--- config.mk ---
export PLATFORM = sky130hd
export DESIGN_NAME = prog_loader
export DESIGN_NICKNAME = d
export VERILOG_FILES = /design/src/rtl/prog_loader.sv
export SDC_FILE = /design/constraint.sdc
export NUM_CORES = 1
export LEC_CHECK = 0
export CAP_MARGIN = 20
export CORE_MARGIN = 4
export CORE_UTILIZATION = 49
export DETAILED_ROUTE_END_ITERATION = 10
export GPL_TIMING_DRIVEN = 0
export MAX_ROUTING_LAYER = met4
export PLACE_DENSITY = 0.8
export REMOVE_ABC_BUFFERS = 1
export SYNTH_ARGS = -nofsm -noshare
export SYNTH_HDL_FRONTEND = slang
export SYNTH_SLANG_ARGS = --single-unit
--- constraint.sdc ---
create_clock -name clk -period 2.6 [get_ports clk]
set_input_delay 0.39 -clock clk [delete_from_list [all_inputs] [get_ports clk]]
set_output_delay 0.39 -clock clk [all_outputs]
set_load 0.005 [all_outputs]
--- src/rtl/prog_loader.sv ---
`default_nettype none
// ============================================================================
// Module  : prog_loader
// Purpose : Streams instruction words into an instruction memory. A start
//           request latches a base address and a word count; each accepted
//           word is written one cycle later at an incrementing (modulo DEPTH)
//           address while a running XOR checksum is kept. Loads can be
//           aborted or discarded by reset.
// Ports   :
//   clk        - rising-edge clock
//   rst_n      - asynchronous active-low reset
//   start      - one-cycle load request (honoured in IDLE only)
//   abort      - cancel the load in progress (honoured in LOAD only)
//   base_addr  - first write address, sampled on an accepted start
//   length     - word count 0..DEPTH, sampled on an accepted start
//   in_valid   - in_data holds a word
//   in_data    - instruction word
//   in_ready   - a word is accepted this cycle if in_valid is high
//   mem_we     - memory write enable (one cycle after acceptance)
//   mem_waddr  - memory write address
//   mem_wdata  - memory write data
//   busy       - load in progress (LOAD or FINISH)
//   done       - one-cycle completion pulse
//   wrapped    - write pointer passed DEPTH-1 during this load
//   checksum   - XOR of all words accepted in this load
// Revision: 1.0 - initial release
// ============================================================================
module prog_loader #(
   parameter int W          = 9,
   parameter int DEPTH      = 512,
   localparam int AW        = $clog2(DEPTH)
) (
   input  logic          clk,
   input  logic          rst_n,
   input  logic          start,
   input  logic          abort,
   input  logic [AW-1:0] base_addr,
   input  logic [AW:0]   length,
   input  logic          in_valid,
   input  logic [W-1:0]  in_data,
   output logic          in_ready,
   output logic          mem_we,
   output logic [AW-1:0] mem_waddr,
   output logic [W-1:0]  mem_wdata,
   output logic          busy,
   output logic          done,
   output logic          wrapped,
   output logic [W-1:0]  checksum
);

   typedef enum logic [1:0] {
      S_IDLE   = 2'd0,
      S_LOAD   = 2'd1,
      S_FINISH = 2'd2
   } state_t;

   localparam logic [AW-1:0] c_LAST_ADDR = AW'(DEPTH - 1);

   state_t        r_state;
   logic [AW-1:0] r_ptr;
   logic [AW:0]   r_remain;
   logic          r_in_ready;
   logic          r_busy;
   logic          r_done;
   logic          r_wrapped;
   logic          r_mem_we;
   logic [AW-1:0] r_mem_waddr;
   logic [W-1:0]  r_mem_wdata;
   logic [W-1:0]  r_checksum;

   logic          w_accept;
   logic          w_ptr_at_last;

   assign w_accept      = in_valid && r_in_ready;
   assign w_ptr_at_last = (r_ptr == c_LAST_ADDR);

   always_ff @(posedge clk or negedge rst_n) begin
      if (!rst_n) begin
         r_state     <= S_IDLE;
         r_ptr       <= '0;
         r_remain    <= '0;
         r_in_ready  <= 1'b0;
         r_busy      <= 1'b0;
         r_done      <= 1'b0;
         r_wrapped   <= 1'b0;
         r_mem_we    <= 1'b0;
         r_mem_waddr <= '0;
         r_mem_wdata <= '0;
         r_checksum  <= '0;
      end else begin
         // Write strobe and done are single-cycle unless re-asserted below.
         r_mem_we <= 1'b0;
         r_done   <= 1'b0;

         case (r_state)
            S_IDLE: begin
               if (start) begin
                  r_ptr      <= base_addr;
                  r_remain   <= length;
                  r_checksum <= '0;
                  r_wrapped  <= 1'b0;
                  r_busy     <= 1'b1;
                  if (length == '0) begin
                     // Empty load: straight to completion, nothing written.
                     r_state <= S_FINISH;
                     r_done  <= 1'b1;
                  end else begin
                     r_state    <= S_LOAD;
                     r_in_ready <= 1'b1;
                  end
               end
            end

            S_LOAD: begin
               if (w_accept) begin
                  r_mem_we    <= 1'b1;
                  r_mem_waddr <= r_ptr;
                  r_mem_wdata <= in_data;
                  r_checksum  <= r_checksum ^ in_data;
                  r_remain    <= r_remain - 1'b1;
                  if (w_ptr_at_last) begin
                     r_ptr     <= '0;
                     r_wrapped <= 1'b1;
                  end else begin
                     r_ptr <= r_ptr + 1'b1;
                  end
               end

               // Abort wins over completion on the final beat; a beat taken
               // in the abort cycle still gets its write issued above.
               if (abort) begin
                  r_state    <= S_IDLE;
                  r_in_ready <= 1'b0;
                  r_busy     <= 1'b0;
               end else if (w_accept && (r_remain == (AW+1)'(1))) begin
                  r_state    <= S_FINISH;
                  r_in_ready <= 1'b0;
                  r_done     <= 1'b1;
               end
            end

            S_FINISH: begin
               r_state <= S_IDLE;
               r_busy  <= 1'b0;
            end

            default: begin
               r_state    <= S_IDLE;
               r_in_ready <= 1'b0;
               r_busy     <= 1'b0;
            end
         endcase
      end
   end

   assign in_ready  = r_in_ready;
   assign mem_we    = r_mem_we;
   assign mem_waddr = r_mem_waddr;
   assign mem_wdata = r_mem_wdata;
   assign busy      = r_busy;
   assign done      = r_done;
   assign wrapped   = r_wrapped;
   assign checksum  = r_checksum;

endmodule
`default_nettype wire

==> results.md, run 1 <==
Drt:
- In the final routed layout, each cell accounts on average for 14.9 um.
- The number of DRC markers in iteration 0 is 183.
- The detailed-routing iteration count for the pre-antenna-repair pass is 4.
- After detailed routing, the total wire length is 6.09 mm.
- The count of antenna-violating nets left after detailed routing is 0.
- The routed via count divided by cell count is 5.47.
- For this block, the via count after detailed routing is ~2,200.
- For this run, design rule violations remaining after detail routing come to 0.

Clocking:
- The level count of the clock H-tree is 2.
- Clock latency on the worst-skew pair, taken at its later pin, is 300 ps.
- The buffers inserted during post-CTS setup optimization is 0.
- Buffers inserted to repair hold after CTS numbered 0.
- In this run, CTS created clock tree buffers numbering 5.
- The clock net in this run drives a total of 53 sinks.
- The TritonCTS clock tree is yes.
- The post-CTS clock slew at the launch and capture registers of the worst setup and hold paths is ~100 ps.
- The root buffer cell is sky130_fd_sc_hd__clkbuf_8.
- The deepest clock path buffer count is 2.

Timing:
- The final-report max-slew violation count is 0.
- For the pin with the worst max-slew slack, the measured transition is 920 ps.
- Based on the critical path, the design can be clocked at up to between 400 and 500 MHz.
- On the final layout, the worst clock skew is between 5 and 6 ps.
- Setup violations remaining at the end of the flow were counted as 0.
- The final-layout setup total negative slack is 0 ps.
- The worst path setup slack after routing is approximately 250 ps.
- In this run the tightest slew margin relative to its limit is 0.387.
- The worst hold slack is 15.1 ps.
- Setup repair after global routing left no endpoint under its margin.
- The final number of hold-violating endpoints is 0.
- The ratio of final minimum period to clock period is 0.905.
- Subtracting the final worst setup slack from the clock period gives 2350 ps.

Setup path:
- The largest single stage delay on the critical path is 460 ps.
- The critical path is of the flip-flop to flip-flop type.
- The cell with the largest stage delay on the worst path is sky130_fd_sc_hd__or3b_4.
- The required time reported for the critical path endpoint is ~2800 ps.
- The setup check on the worst reg-to-reg path leaves a slack of 250 ps.
- The signal on the critical path passes through ha_1 -> and3_1 -> and3_1 -> ha_1 -> or3b_4 -> nor4_1 -> a21oi_1 -> o21ai_1.
- The top fanout value on the critical path is 12.
- The worst setup path is launched from a flip-flop.
- For the worst setup path, the data arrival time is between 2000 and 3000 ps.
- STA classifies the critical path endpoint as a flip-flop.

Final layout:
- The fraction of layout cells with a size suffix above 1 is 0.0583.
- The repair_antennas step left the layout with diodes totalling 0.
- Relative to the synthesized area, the layout overhead comes to 30.8%.
- For this run, the share of the core covered by cells in the final layout is 0.684.
- For this run, the post-layout net count is 379.
- The post-route cell area is 3340 sq um.
- The finished layout holds ~400 standard cells, fillers aside.

GRT:
- In the global route stage, met1 resource usage came out at 0.255.
- The overall routing resource usage is 0.203.
- The total overflow left after global routing is 0.
- The maximum number of pins on one net before global-route repair is 36.
- After global routing, the most crowded layer is met2.
- The initial antenna violation count is 0.
- The met2 capacity usage during global routing is 0.342.
- The via count of the first global-routing pass is 2,155.
- The first global-routing pass estimated 10.1 mm of wire.
- In the global route stage, met3 resource usage came out at 0.0415.

Place:
- Detailed placement ended at an HPWL of 4.33 mm.
- The total placed cells including tap cells is 401.
- The placed instance area is between 3000 and 4000 sq um.
- The placer's final routability congestion estimate is 0.823.
- The number of buffers inserted by port buffering is 64.
- At the placement stage, the worst setup path has a slack of -615 ps.

Die:
- In this run the core area contains 25 standard-cell rows.
- The die is 80.2 um tall.
- The area of the die is 6420 sq um.
- The placeable core region is between 4000 and 5000 sq um.
- The effective utilization at floorplan is 0.523.
- The number of placed I/O pins is 65.
- Measured along the x axis, the die boundary spans 80.2 um.

Power and ir drop:
- Of the total power, the share spent switching nets is 0.348.
- Of the total power, the clock network draws 0.160.
- The internal power of the cells totals 1.87 mW.
- The combinational cell fraction of total power is 0.363.
- The sequential group share of total power is 0.477.
- IR analysis of the VDD net gives a maximum drop of ~0.33 mV.
- The power density over the cells is 858 nW/um^2.
- The analysis attributes to net switching a power of 0.996 mW.
- For this design the static power due to leakage is between 1 and 1.5 nW.
- Total power for the finished layout comes to 2.86 mW.

Min path:
- In this run the worst hold path is classified as primary input to async pin.

Yosys:
- The share of the yosys chip area belonging to registers is 0.520.
- In the post-synthesis netlist, the biggest area contributors are sky130_fd_sc_hd__dfrtp_1 52%, sky130_fd_sc_hd__nand2_1 9.6%, sky130_fd_sc_hd__a21oi_1 5.1%.
- In the synthesized netlist, the number of instances is 282.
- In this run, synthesis produced a sequential element count of 53.
- The cell area after synthesis is 2550 sq um.
- The most frequent cell after synthesis is sky130_fd_sc_hd__nand2_1.
- Ranked by instance count, the synthesized netlist is headed by 65 x sky130_fd_sc_hd__nand2_1, 53 x sky130_fd_sc_hd__dfrtp_1, 26 x sky130_fd_sc_hd__a21oi_1.
- The share of synthesized flip-flops with an asynchronous set or reset is 1.00.
- The number of different library cells in the post-synthesis netlist is 42.
- Among all flip-flop cells after synthesis, the most frequent one is sky130_fd_sc_hd__dfrtp_1.
- Yosys mapped a number of flops with a built-in enable equal to 0.
- Averaged over all synthesized cells, the footprint is 9.05 sq um.
- The largest total area in the synthesized netlist belongs to sky130_fd_sc_hd__dfrtp_1.
- The fraction of synthesized cell area taken by the top area cell type is 0.520.
- The count of synthesis-stage warnings from yosys is 0.

Outcome:
- The run finished with clean final reports.

Job:
- Across the run, the number of max-cap violations was 0.
kinds of logic after synthesis:
family | after synthesis | share of synthesized area
xor gates and xnor gates | 9 | 0.0309
AOI/OAI and AO/OA | 68 | 0.154
buffers and inverters | 20 | 0.0358
adders and majority gates | 4 | 0.0196
and+or+nand+nor | 128 | 0.239
DFF | 53 | 0.520
cell type report:
type / count / area (sq um)
Sequential cell: 53 / 1330
Multi-Input combinational cell: 209 / 1150
Tap cell: 67 / 83.8
Fill cell: 405 / 1540
Timing Repair Buffer: 67 / 671
Clock buffer: 5 / 68.8
Inverter: 6 / 22.5
Clock inverter: 3 / 17.5
sequential cells by signal, indices dropped and copies added, names as in the netlist:
signal	cells
r_remain	10
r_state	2
done	1
checksum	9
mem_we	1
wrapped	1
r_ptr	9
in_ready	1
mem_waddr	9
mem_wdata	9
busy	1
worst paths after layout:
check,from,to,cells after the start
worst max-delay path,r_ptr[0]$_DFFE_PN0P_,r_ptr[5]$_DFFE_PN0P_,8
worst min-delay path,rst_n,mem_wdata[3]$_DFFE_PN0P_,1
worst max register to register,r_ptr[0]$_DFFE_PN0P_,r_ptr[5]$_DFFE_PN0P_,8
worst min register to register,mem_wdata[1]$_DFFE_PN0P_,mem_wdata[1]$_DFFE_PN0P_,2
max in group asynchronous,rst_n,r_ptr[1]$_DFFE_PN0P_,2
min in group clk,mem_wdata[1]$_DFFE_PN0P_,mem_wdata[1]$_DFFE_PN0P_,2
worst max-delay path: cells and delay by family, from the launching register on:
| family | cells | cell delay [ps] |
|---|---|---|
| fa+ha+maj | 2 | 460 |
| compound gates | 2 | 210 |
| simple gates | 4 | 1170 |
| flops | 1 | 450 |
per-layer routing:
metal | share of wire | vias up
met4 | 0.013 | 0
met1 | 0.44 | 1072
met3 | 0.055 | 9
li1 | - | 1091
met5 | 0 | -
met2 | 0.49 | 72
cell usage in the layout, fill, tap and decap left out, types with 2 or more instances in the layout:
master / netlist / routed
sky130_fd_sc_hd__o21ai_1: 2 / 2
sky130_fd_sc_hd__a21oi_1: 26 / 26
sky130_fd_sc_hd__and3_1: 3 / 3
sky130_fd_sc_hd__clkinv_2: 0 / 2
sky130_fd_sc_hd__ha_1: 4 / 4
sky130_fd_sc_hd__nand4_1: 2 / 2
sky130_fd_sc_hd__clkdlybuf4s50_1: 0 / 63
sky130_fd_sc_hd__nor3b_1: 6 / 6
sky130_fd_sc_hd__inv_1: 5 / 5
sky130_fd_sc_hd__nand2b_1: 3 / 3
sky130_fd_sc_hd__clkbuf_8: 0 / 5
sky130_fd_sc_hd__o211ai_1: 2 / 2
sky130_fd_sc_hd__o22ai_1: 3 / 3
sky130_fd_sc_hd__buf_4: 2 / 2
sky130_fd_sc_hd__nor4_1: 3 / 3
sky130_fd_sc_hd__o21ai_0: 22 / 22
sky130_fd_sc_hd__nand2_1: 65 / 64
sky130_fd_sc_hd__nand3_1: 8 / 8
sky130_fd_sc_hd__xor2_1: 9 / 9
sky130_fd_sc_hd__nor2b_1: 4 / 3
sky130_fd_sc_hd__a2bb2oi_1: 2 / 2
sky130_fd_sc_hd__a22oi_1: 2 / 2
sky130_fd_sc_hd__or3_1: 2 / 2
sky130_fd_sc_hd__a32oi_1: 2 / 2
sky130_fd_sc_hd__dfrtp_1: 53 / 53
sky130_fd_sc_hd__nor2_1: 21 / 21
sky130_fd_sc_hd__nor3_1: 3 / 3
timing repair:
action | in CTS | in global routing
setup endpoints to repair | 28 | 11
pin swaps | 0 | 0
resized for setup | 2 | 2
power groups by stage:
stage	Sequential [mW]	Combinational [mW]	Clock, mW
6_report	1.37	1.04	0.458
5_1_grt	1.41	1.17	0.506
4_1_cts	1.36	1.05	0.465
3_5_place_dp	1.38	1.04	0
3_3_place_gp	1.36	0.997	0
2_1_floorplan	1.35	0.493	0
(Power assumes the default switching activity.)
==> inputs of run 2 (changes only) <==
- CTS_CLUSTER_DIAMETER: not set -> 100
==> results of run 2 <==
The final DEF is identical to that of run 1; final timing and power are the same.
